===== config.mk =====
export PLATFORM = sky130hd
export DESIGN_NAME = fir_ctrl_sequencer
export DESIGN_NICKNAME = d
export VERILOG_FILES = /design/src/rtl/fir_ctrl_pkg.sv /design/src/rtl/fir_out_sat.sv /design/src/rtl/fir_ctrl_sequencer.sv
export SDC_FILE = /design/constraint.sdc
export NUM_CORES = 1
export LEC_CHECK = 0
export ABC_AREA = 1
export CORE_MARGIN = 3
export CORE_UTILIZATION = 35
export DETAILED_ROUTE_END_ITERATION = 8
export GPL_ROUTABILITY_DRIVEN = 0
export PLACE_DENSITY = 0.69
export SYNTH_ARGS = -nofsm -noshare
export SYNTH_HDL_FRONTEND = slang
export SYNTH_SLANG_ARGS = --single-unit

===== constraint.sdc =====
create_clock -name clk -period 1.19 [get_ports clk]
set_input_delay 0.119 -clock clk [delete_from_list [all_inputs] [get_ports clk]]
set_output_delay 0.119 -clock clk [all_outputs]
set_load 0.005 [all_outputs]

===== src/rtl/fir_ctrl_pkg.sv =====
// Shared types and constants for the FIR control sequencer.
// Saturation bounds are used only when FIR_CTRL_SAT_EN is defined.
package fir_ctrl_pkg;

    typedef enum logic [1:0] {
        ST_IDLE = 2'd0,
        ST_LOAD = 2'd1,
        ST_RUN  = 2'd2,
        ST_WAIT = 2'd3
    } state_t;

    localparam int DEF_DATA_W = 8;
    localparam int DEF_OUT_W  = 11;

    localparam int SAT_MAX = 127;
    localparam int SAT_MIN = -128;

endpackage


===== src/rtl/fir_out_sat.sv =====
// Combinational clamp of a signed filter result to [SAT_MIN, SAT_MAX],
// sign-extended back to OUT_W. Instantiated only under FIR_CTRL_SAT_EN.
module fir_out_sat
    import fir_ctrl_pkg::*;
#(
    parameter int OUT_W = DEF_OUT_W
) (
    input  logic [OUT_W-1:0] y_i,
    output logic [OUT_W-1:0] y_o,
    output logic             sat_o
);

    localparam logic signed [OUT_W-1:0] MAX_V = OUT_W'(SAT_MAX);
    localparam logic signed [OUT_W-1:0] MIN_V = OUT_W'(SAT_MIN);

    logic signed [OUT_W-1:0] y_s;

    assign y_s = y_i;

    always_comb begin
        y_o   = y_i;
        sat_o = 1'b0;
        if (y_s > MAX_V) begin
            y_o   = MAX_V;
            sat_o = 1'b1;
        end else if (y_s < MIN_V) begin
            y_o   = MIN_V;
            sat_o = 1'b1;
        end
    end

endmodule


===== src/rtl/fir_ctrl_sequencer.sv =====
// Load/run sequencer in front of the fir_main datapath: routes handshaked bytes
// as coefficients or samples and captures results. Optional clamp: FIR_CTRL_SAT_EN.
module fir_ctrl_sequencer
    import fir_ctrl_pkg::*;
#(
    parameter int NUM_TAPS = 4,
    parameter int DATA_W   = DEF_DATA_W,
    parameter int OUT_W    = DEF_OUT_W,
    parameter int FIR_LAT  = 1
) (
    input  logic              clk,
    input  logic              rst_n,
    input  logic              cmd_load,
    input  logic              in_valid,
    output logic              in_ready,
    input  logic [DATA_W-1:0] in_data,
    output logic [DATA_W-1:0] fir_x_n,
    output logic              fir_tvalid,
    output logic              fir_set_coeffs,
    input  logic [OUT_W-1:0]  fir_y_n,
    output logic              out_valid,
    output logic [OUT_W-1:0]  out_data,
    output logic              out_sat,
    output logic              coeff_ok,
    output logic              busy
);

    localparam int TAP_W  = (NUM_TAPS > 1) ? $clog2(NUM_TAPS) : 1;
    localparam int WAIT_W = (FIR_LAT > 0) ? $clog2(FIR_LAT + 1) : 1;

    localparam logic [TAP_W-1:0]  LAST_TAP = TAP_W'(NUM_TAPS - 1);
    localparam logic [WAIT_W-1:0] LAST_WAIT = WAIT_W'(FIR_LAT);

    state_t              state_q;
    logic [TAP_W-1:0]    tap_cnt_q;
    logic [WAIT_W-1:0]   wait_cnt_q;
    logic                pend_load_q;
    logic [DATA_W-1:0]   fir_x_n_q;
    logic                fir_tvalid_q;
    logic                fir_set_coeffs_q;
    logic                out_valid_q;
    logic [OUT_W-1:0]    out_data_q;
    logic                out_sat_q;
    logic                coeff_ok_q;
    logic                busy_q;

    logic [OUT_W-1:0]    y_cap;
    logic                sat_cap;

`ifdef FIR_CTRL_SAT_EN
    fir_out_sat #(
        .OUT_W (OUT_W)
    ) u_out_sat (
        .y_i   (fir_y_n),
        .y_o   (y_cap),
        .sat_o (sat_cap)
    );
`else
    assign y_cap   = fir_y_n;
    assign sat_cap = 1'b0;
`endif

    // A pending or current load request takes priority over a sample in RUN.
    always_comb begin
        in_ready = 1'b0;
        case (state_q)
            ST_LOAD: in_ready = 1'b1;
            ST_RUN:  in_ready = !cmd_load && !pend_load_q;
            default: in_ready = 1'b0;
        endcase
    end

    always_ff @(posedge clk or negedge rst_n) begin
        if (!rst_n) begin
            state_q          <= ST_IDLE;
            tap_cnt_q        <= '0;
            wait_cnt_q       <= '0;
            pend_load_q      <= 1'b0;
            fir_x_n_q        <= '0;
            fir_tvalid_q     <= 1'b0;
            fir_set_coeffs_q <= 1'b0;
            out_valid_q      <= 1'b0;
            out_data_q       <= '0;
            out_sat_q        <= 1'b0;
            coeff_ok_q       <= 1'b0;
            busy_q           <= 1'b0;
        end else begin
            fir_tvalid_q     <= 1'b0;
            fir_set_coeffs_q <= 1'b0;
            out_valid_q      <= 1'b0;
            out_sat_q        <= 1'b0;
            case (state_q)
                ST_IDLE: begin
                    if (cmd_load) begin
                        state_q     <= ST_LOAD;
                        busy_q      <= 1'b1;
                        pend_load_q <= 1'b0;
                    end
                end
                ST_LOAD: begin
                    if (in_valid) begin
                        fir_x_n_q        <= in_data;
                        fir_tvalid_q     <= 1'b1;
                        fir_set_coeffs_q <= 1'b1;
                        if (tap_cnt_q == LAST_TAP) begin
                            tap_cnt_q  <= '0;
                            coeff_ok_q <= 1'b1;
                            state_q    <= ST_RUN;
                            busy_q     <= 1'b0;
                        end else begin
                            tap_cnt_q <= tap_cnt_q + 1'b1;
                        end
                    end
                end
                ST_RUN: begin
                    if (cmd_load || pend_load_q) begin
                        state_q     <= ST_LOAD;
                        coeff_ok_q  <= 1'b0;
                        busy_q      <= 1'b1;
                        pend_load_q <= 1'b0;
                    end else if (in_valid) begin
                        fir_x_n_q    <= in_data;
                        fir_tvalid_q <= 1'b1;
                        wait_cnt_q   <= '0;
                        state_q      <= ST_WAIT;
                        busy_q       <= 1'b1;
                    end
                end
                ST_WAIT: begin
                    // Count starts on the strobe cycle, so capture lands FIR_LAT cycles after it.
                    if (wait_cnt_q == LAST_WAIT) begin
                        out_data_q  <= y_cap;
                        out_sat_q   <= sat_cap;
                        out_valid_q <= 1'b1;
                        wait_cnt_q  <= '0;
                        if (pend_load_q || cmd_load) begin
                            state_q     <= ST_LOAD;
                            coeff_ok_q  <= 1'b0;
                            busy_q      <= 1'b1;
                            pend_load_q <= 1'b0;
                        end else begin
                            state_q <= ST_RUN;
                            busy_q  <= 1'b0;
                        end
                    end else begin
                        wait_cnt_q <= wait_cnt_q + 1'b1;
                        if (cmd_load) begin
                            pend_load_q <= 1'b1;
                        end
                    end
                end
                default: begin
                    state_q <= ST_IDLE;
                    busy_q  <= 1'b0;
                end
            endcase
        end
    end

    assign fir_x_n        = fir_x_n_q;
    assign fir_tvalid     = fir_tvalid_q;
    assign fir_set_coeffs = fir_set_coeffs_q;
    assign out_valid      = out_valid_q;
    assign out_data       = out_data_q;
    assign out_sat        = out_sat_q;
    assign coeff_ok       = coeff_ok_q;
    assign busy           = busy_q;

endmodule


Yosys cells after proc, flatten, opt, wreduce, memory -nomap -nowiden
Index checks and enable logic that the tools add are counted.
{"block": "totals", "elab_cells": 81, "output_inout_bits": 26, "regBits": 30, "in_bits": 23}
{"block": "op_classes", "add_sub_neg": 2, "muxes": 40, "n_reduce_logical": 16, "eq_ne": 12}
{"operator": "1-bit 2-to-1 mux", "n": 22}
{"operator": "2-bit 2-to-1 mux", "n": 8}
{"operator": "8-bit 2-to-1 mux", "n": 2}
{"operator": "8-bit one-hot mux with 2 select lines", "n": 1}
{"operator": "2-bit != test (second input constant)", "n": 6}
{"operator": "2-bit one-hot mux with 4 select lines", "n": 1}
{"operator": "2-bit equality test (second input constant)", "n": 3}
{"operator": "3-bit != test (second input constant)", "n": 2}
{"operator": "1-bit one-hot mux with 2 select lines", "n": 3}
{"operator": "1-bit one-hot mux with 3 select lines", "n": 2}
{"operator": "2-bit AND reduction", "n": 3}
{"operator": "3-bit AND reduction", "n": 2}
{"operator": "3-bit nonzero test", "n": 2}
{"operator": "5-bit AND reduction", "n": 1}
{"operator": "1-bit one-hot mux with 4 select lines", "n": 1}
{"operator": "4-bit AND reduction", "n": 1}
{"operator": "2-bit nonzero test", "n": 2}
{"operator": "2-bit by 1-bit adder with 2-bit output (second input constant)", "n": 1}
{"operator": "2-bit by 1-bit equality test with 1-bit output (second input constant)", "n": 1}
{"operator": "1-bit zero test", "n": 2}
{"operator": "2-bit zero test", "n": 1}
{"operator": "1-bit adder (second input constant)", "n": 1}
{"operator": "1-bit logical AND", "n": 1}
{"operator": "1-bit logical OR", "n": 1}

Logic depth before layout (Yosys ltp)
Gate-level depths: netlist (run 1).
{"block": "logic_depth", "ltp_word": 4, "depth_mapped": 9, "mapped_depth_nobuf": 9}

Least setup slack after synthesis (run 1)
Ideal clock, no wire load.
{"block": "synth_timing", "path_kind": "reg-to-reg", "startpoint": "register state_q[1]", "endpoint": "register fir_x_n_q[0] (netlist: fir_x_n[0])", "stages_incl_launch_ff": 9, "n_path_buf": 0, "path_slack_ns": -0.134, "synth_period_minus_slack_ns": 1.324, "t_arrival_ns": 1.208, "cell_sequence": "dfrtp_1 -> inv_1 -> ha_1 -> nand2_2 -> clkinv_2 -> nand2_4 -> nand2_4 -> nand2_1 -> nand2_1"}
{"block": "synth_between", "elab_chain_len": 3, "elab_cells_between_ends": 6}
{"element": "start, declared", "line_no": "fir_ctrl_sequencer.sv:34", "source": "state_t state_q;"}
{"element": "start signal, assigned", "line_no": "fir_ctrl_sequencer.sv:75", "source": "state_q <= ST_IDLE;"}
{"element": "start signal, assigned", "line_no": "fir_ctrl_sequencer.sv:95", "source": "state_q <= ST_LOAD;"}
{"element": "start signal, assigned", "line_no": "fir_ctrl_sequencer.sv:108", "source": "state_q <= ST_RUN;"}
{"element": "2-bit equality test or 2-bit by 1-bit equality test with 1-bit output (tied branches)", "line_no": "fir_ctrl_sequencer.sv:92", "source": "case (state_q)"}
{"element": "2-bit != test (no line) or 2-bit nonzero test (tied branches)"}
{"element": "2-bit AND reduction (no line)"}
{"element": "end signal, assigned", "line_no": "fir_ctrl_sequencer.sv:102", "source": "fir_x_n_q <= in_data;"}
{"element": "end signal, assigned", "line_no": "fir_ctrl_sequencer.sv:122", "source": "fir_x_n_q <= in_data;"}
{"element": "end, declared", "line_no": "fir_ctrl_sequencer.sv:38", "source": "logic [DATA_W-1:0] fir_x_n_q;"}
Parallel ways exist; a longest one is shown, timed or not.
A chain may end at the register's enable or synchronous reset.

Worst setup path after layout (run 1)
{"block": "layout_timing", "startpoint": "register state_q[0]", "endpoint": "register fir_x_n_q[0] (netlist: fir_x_n[0])"}
The elaborated chain is that of the path after synthesis.

==> results of run 1 <==
## metrics by stage
stage,setup slack [ps],setup TNS [ps]
finish,-217,-5150
detailed placement,-360,-4300
global placement,-319,-3850
global route,-271,-6820
floorplan,-5.86,-56.1
CTS,-227,-4010
## area by class of cell
cell class | instances | area, sq um | area share, %
Multi-Input combinational cell | 122 | 807 | 31.1
Sequential cell | 30 | 753 | 29.0
Timing Repair Buffer | 79 | 751 | 28.9
Inverter | 17 | 85.1 | 3.27
Clock buffer | 6 | 82.6 | 3.18
Clock inverter | 2 | 60.1 | 2.31
Tap cell | 48 | 60.1 | 2.31
## worst min path at each step
stage | startpoint | endpoint | slack, ps | cells past startpoint
floorplan | rst_n | busy | -180 | 0
global placement | out_data[5] | out_data[5] | 460 | 2
detailed placement | out_data[10] | out_data[10] | 460 | 2
CTS | rst_n | state_q[1] | 200 | 2
global route | rst_n | state_q[1] | 220 | 2
finish | rst_n | state_q[1] | 200 | 2
## power by group
part | leakage, nW | switching, mW | total [mW] | internal (mW)
clock network | 0.0714 | 0.397 | 1.29 | 0.893
registers | 0.370 | 0.309 | 1.82 | 1.51
logic | 0.895 | 1.73 | 3.63 | 1.90
total | 1.34 | 2.44 | 6.74 | 4.31
## worst max-delay path, stage by stage, from the launching register on
cell	delay, ps
dfrtp_2	430
buf_6	130
ha_4	160
buf_12	130
nand2_4	90
inv_8	50
nand2_8	90
nand2_8	90
nand2_2	70
nand2_1	50
## registers in the layout (all words and copies together) (netlist names)
name and flops:
busy 1, coeff_ok 1, fir_set_coeffs 1, fir_tvalid 1
fir_x_n 8, out_data 11, out_valid 1, pend_load_q 1
state_q 2, tap_cnt_q 2, wait_cnt_q 1
## timing repair
action	in CTS	in global routing
gates cloned	1	0
endpoints found under the setup margin	54	30
resized for setup	68	20
pin swaps	15	7
buffers inserted	9	3
## cell families after synthesis
| logic type | after synthesis |
|---|---|
| other | 1 |
| buffers and inverters | 21 |
| AND/OR/NAND/NOR | 107 |
| flip-flops | 30 |
| AO/OA/AOI/OAI | 7 |
| adder cells (fa/ha/maj) | 6 |
## per-layer routing
| layer | vias up | track usage [%] | part of all wire (%) |
|---|---|---|---|
| met3 | 7 | 6.33 | 7.7 |
| met5 | - | 0 | 0 |
| met2 | 40 | 25.6 | 48 |
| li1 | 700 | - | - |
| met1 | 646 | 19.4 | 42 |
| met4 | 0 | 4.89 | 1.3 |
## layout by cell type (no fill, tap or decap), types with 2 or more instances in the layout
master and instances:
nand2_2 24, ha_4 3, a21oi_2 2, nand2_1 51
buf_6 8, inv_8 2, ha_1 3, nor2_1 2
inv_1 8, nand3_1 12, buf_4 20, dlygate4sd2_1 24
nand3_4 2, dfrtp_2 2, bufinv_16 2, nand2_4 7
clkbuf_8 6, nor2_2 3, dfrtp_1 28, o21ai_0 3
inv_2 5, buf_12 3, clkdlybuf4s50_1 22, nand2_8 3
nor2_4 2
==> impl_metrics.csv, run 1 <==
group,metric,value,unit
finish,syn2layout_area_growth,79.5,%
yosys,muxShareOfSynthArea,0,%
timing,drv_slew,0,
status,status,"finished with violations",
drt,vias,1393,
timing,hold_viol_final,0,
timing,holdWs,199,ps
clocking,cts_tree,"built",
worst_setup_path,r2r_cells,9,
floorplan,die_h,70.3,microns
drt,drt-wirelength-per-cell,12.0,microns
yosys,synth_area_leaders,"dfrtp_1, nand2_1, ha_1",
power_and_ir_drop,power,6.74,mW
placed_design,placedInstanceArea,2160,sq um
drt,drtPass1Iterations,4,
yosys,ys_ff_latch,30,
yosys,syn_area,1450,sq um
power_and_ir_drop,peakVddDrop,0.00146,V
clocking,hold_buffers,0,
worst_setup_path,endpoint,"fir_x_n[0]",
timing,finalSetupViolCount,31,
worst_setup_path,startpoint_type,"flop",
yosys,synth-edff-count,0,
finish,utilization,67.9,%
worst_setup_path,cp.required,1370,ps
clocking,clk_latency,280,ps
worst_setup_path,cp-startpoint,"state_q[0]",
yosys,synthSimpleGateAreaFrac,33.2,%
floorplan,rows,22,
drt,post-route-drc-count,0,
timing,max_freq,0.711,GHz
yosys,synth_compound_area_share,2.85,%
drt,ant_nets,0,
timing,rsz0062_at_grt,"true",
timing,period_minus_slack,1410,ps
global_routing,grt_first_pass_wirelength,6.27,mm
drt,viasPerCell,4.58,
floorplan,dieWidth,70.3,microns
status,violations,"setup timing",
yosys,synth_flop_cell,"dfrtp_1",
placed_design,post-dp-hpwl,2.45,mm
yosys,synthesis.nets,201,
finish,drive_above_1_share,39.1,%
timing,fin_ws,-217,ps
floorplan,top_level_ports,49,
yosys,async_flop_share,100,%
yosys,ys_warn_count,0,
clocking,path_clk_slew,70,ps
global_routing,overflow,0,
worst_setup_path,cp.arrival,1580,ps
clocking,clk_path_buf_depth,2,
finish,final_area,2600,sq um
worst_setup_path,worst-path-max-fanout,8,
clocking,htreeDepth,2,
worst_setup_path,rr_endpoint,"fir_x_n[0]",
yosys,synth_cells,172,
yosys,synth_commonest_cells,"nand2_1, dfrtp_1, nand3_1",
min_path,hold_class,"in -> async",
finish,num_antenna_cells,0,
worst_setup_path,r2r_start,"state_q[0]",
yosys,ys_types,23,
yosys,synth.most_common_cell,"nand2_1",
clocking,cts.sink_count,30,
finish,finalNetCount,284,
clocking,clockRootBuffer,"clkbuf_8",
placed_design,place_inst,283,
clocking,cts_buffers,5,
global_routing,grt_max_degree,31,
yosys,netlist.area_leader.share,51.9,%
timing,finClkSkew,6.15,ps
yosys,avgSynthCellArea,8.42,sq um
floorplan,core,3830,sq um
drt,wirelength,3.64,mm
yosys,synth-xor-area-share,0,%
global_routing,antenna_found_initial,0,
global_routing,first_global_vias,1355,
finish,final_cell_count_no_fill,304,
job,drv_cap,0,
timing,post-route-period-util,118,%
finish,n_fill_cell,296,
floorplan,start_util,37.8,%
power_and_ir_drop,leakage,1.34,nW
power_and_ir_drop,powerDensity,2590,nW/um^2
floorplan,die_area,4940,sq um
yosys,synth_fa_ha_area_share,5.19,%
yosys,synth_top_family_by_area,"simple AND/OR/NAND/NOR gates",
drt,drt_iter0_markers,24,
global_routing,grt.total_usage,15.9,%
yosys,yosysTopAreaCell,"dfrtp_1",
worst_setup_path,endpoint_kind,"flop",
worst_setup_path,crit_type,"reg -> reg",
placed_design,portBuffers,47,
yosys,seq_area_frac_synth,51.9,%
worst_setup_path,reg2reg_slack,-220,ps
No activity file was read; power rests on OpenSTA's default activity.
==> run 2, diff against run 1 <==
- CORE_ASPECT_RATIO: default -> 1.1
- TNS_END_PERCENT: default -> 1
==> impl_metrics.csv, run 2 (synthesized netlist as in run 1, its figures left out) <==
group,metric,value,unit
status,status,"finished with violations",
status,violations,"setup timing",
worst_setup_path,r2r_start,"state_q[0]",
power_and_ir_drop,peakVddDrop,0.00160,V
timing,fin_ws,-171,ps
worst_setup_path,cp.required,1070,ps
power_and_ir_drop,leakage,1.24,nW
worst_setup_path,endpoint_kind,"output port",
clocking,clk_latency,280,ps
finish,syn2layout_area_growth,64.0,%
timing,finClkSkew,5.96,ps
global_routing,grt_first_pass_wirelength,5.69,mm
worst_setup_path,startpoint_type,"flop",
worst_setup_path,reg2reg_slack,-170,ps
placed_design,placedInstanceArea,2190,sq um
clocking,path_clk_slew,60,ps
power_and_ir_drop,powerDensity,2450,nW/um^2
global_routing,grt_max_degree,31,
floorplan,top_level_ports,49,
timing,period_minus_slack,1360,ps
worst_setup_path,cp.arrival,1240,ps
timing,drv_slew,0,
drt,vias,1300,
clocking,clockRootBuffer,"clkbuf_8",
drt,viasPerCell,4.39,
global_routing,antenna_found_initial,0,
finish,final_common_cell,"nand2_1",
timing,post-route-period-util,114,%
global_routing,grt.total_usage,15.5,%
clocking,cts_tree,"built",
clocking,cts.sink_count,30,
drt,wirelength,3.39,mm
job,drv_cap,0,
placed_design,portBuffers,47,
worst_setup_path,rr_endpoint,"fir_x_n[6]",
worst_setup_path,worst-path-max-fanout,4,
floorplan,die_h,73.5,microns
finish,finalNetCount,274,
timing,finalSetupViolCount,30,
placed_design,dp_slack,-370,ps
floorplan,start_util,38.1,%
global_routing,first_global_vias,1283,
drt,ant_nets,0,
finish,layout_common_cells,"nand2_1, dfrtp_1, dlygate4sd2_1",
placed_design,post-dp-hpwl,2.50,mm
floorplan,dieWidth,67.3,microns
min_path,hold_class,"in -> async",
floorplan,rows,23,
clocking,clk_path_buf_depth,2,
finish,largest_reg_flops,11,
clocking,htreeDepth,2,
drt,drt-wirelength-per-cell,11.5,microns
global_routing,overflow,0,
finish,drive_above_1_share,28.9,%
timing,hold_viol_final,0,
worst_setup_path,crit_type,"reg -> out",
drt,drtPass1Iterations,4,
clocking,cts_buffers,5,
drt,drt_iter0_markers,84,
floorplan,core,3800,sq um
finish,num_antenna_cells,0,
drt,post-route-drc-count,0,
clocking,hold_buffers,0,
timing,max_freq,0.735,GHz
timing,rsz0062_at_grt,"true",
worst_setup_path,r2r_cells,9,
floorplan,die_area,4940,sq um
finish,final_area,2370,sq um
## run 2: cell count changes in the layout (fill, tap and decap cells not counted), moves of 2 or more
| cell | change |
|---|---|
| buf_6 | -3 |
| nand2_2 | -18 |
| nand2_1 | +21 |
| buf_4 | -4 |
| nor2_4 | +2 |
| nor2_2 | -2 |
| inv_8 | -2 |
| bufinv_16 | -2 |
| nand2_8 | -2 |
| nand2_4 | -2 |
| inv_4 | +3 |
## run 2: worst max path at each step
stage                    start         end  slack, ps  cells after the start
floorplan           state_q[1]  fir_x_n[0]         -6                      8
global placement      cmd_load    in_ready       -320                      5
detailed placement    cmd_load    in_ready       -370                      5
CTS                 state_q[0]  fir_x_n[6]       -190                      9
global route        state_q[0]  fir_x_n[0]       -230                      9
finish              state_q[1]    in_ready       -170                      5
## run 2: power by group
| part | leakage, nW | internal [mW] | switching (mW) |
|---|---|---|---|
| registers | 0.370 | 1.51 | 0.276 |
| logic | 0.826 | 1.60 | 1.59 |
| clock network | 0.0472 | 0.463 | 0.366 |
## run 2: per-stage QoR
stage / power [mW] / std cells / utilization, % / hold WS (ps) / setup TNS, ps
6_report: 5.81 / 296 / 62.5 / 195 / -3010
5_1_grt: 6.34 / 296 / 62.5 / 187 / -4850
4_1_cts: 5.74 / 296 / 61.5 / 191 / -3200
3_5_place_dp: 4.87 / 288 / 57.6 / 463 / -3810
3_3_place_gp: 4.81 / 288 / 57.6 / 460 / -3310
2_1_floorplan: 3.24 / 172 / - / -177 / -56.1
## run 2: worst max-delay path, stage by stage (launching register included)
cell and delay [ps]:
dfrtp_2 430, inv_4 90, ha_4 170, inv_4 40, a21oi_2 110, buf_2 120
## run 2: layout make-up
class / instances / area [sq um]
fill: 337 / 1420
sequential: 30 / 753
multi-input combinational: 121 / 733
timing repair buffer: 70 / 652
clock buffer: 6 / 82.6
inverter: 17 / 78.8
tap: 50 / 62.6
clock inverter: 2 / 12.5
## run 2: timing repair
action,4_1_cts,5_1_grt
resized for setup,50,11
hold endpoints to repair,0,0
setup endpoints to repair,54,30
cloned,0,0
setup buffers,0,0
pin swaps,18,10
## run 2: routing by layer
| metal | GRT usage (%) | wire length, microns | share of wire [%] | up-vias |
|---|---|---|---|---|
| li1 | - | - | - | 673 |
| met1 | 19.4 | 1430 | 42 | 582 |
| met2 | 24.9 | 1660 | 49 | 39 |
| met3 | 5.66 | 266 | 7.8 | 6 |
| met4 | 4.73 | 40 | 1.2 | 0 |
| met5 | 0 | 0 | 0 | - |
==> run 3, diff against run 2 <==
- ABC_CLOCK_PERIOD_IN_PS: default -> 1190
==> results of run 3 <==
The final DEF is identical to that of run 2; final timing and power are the same.
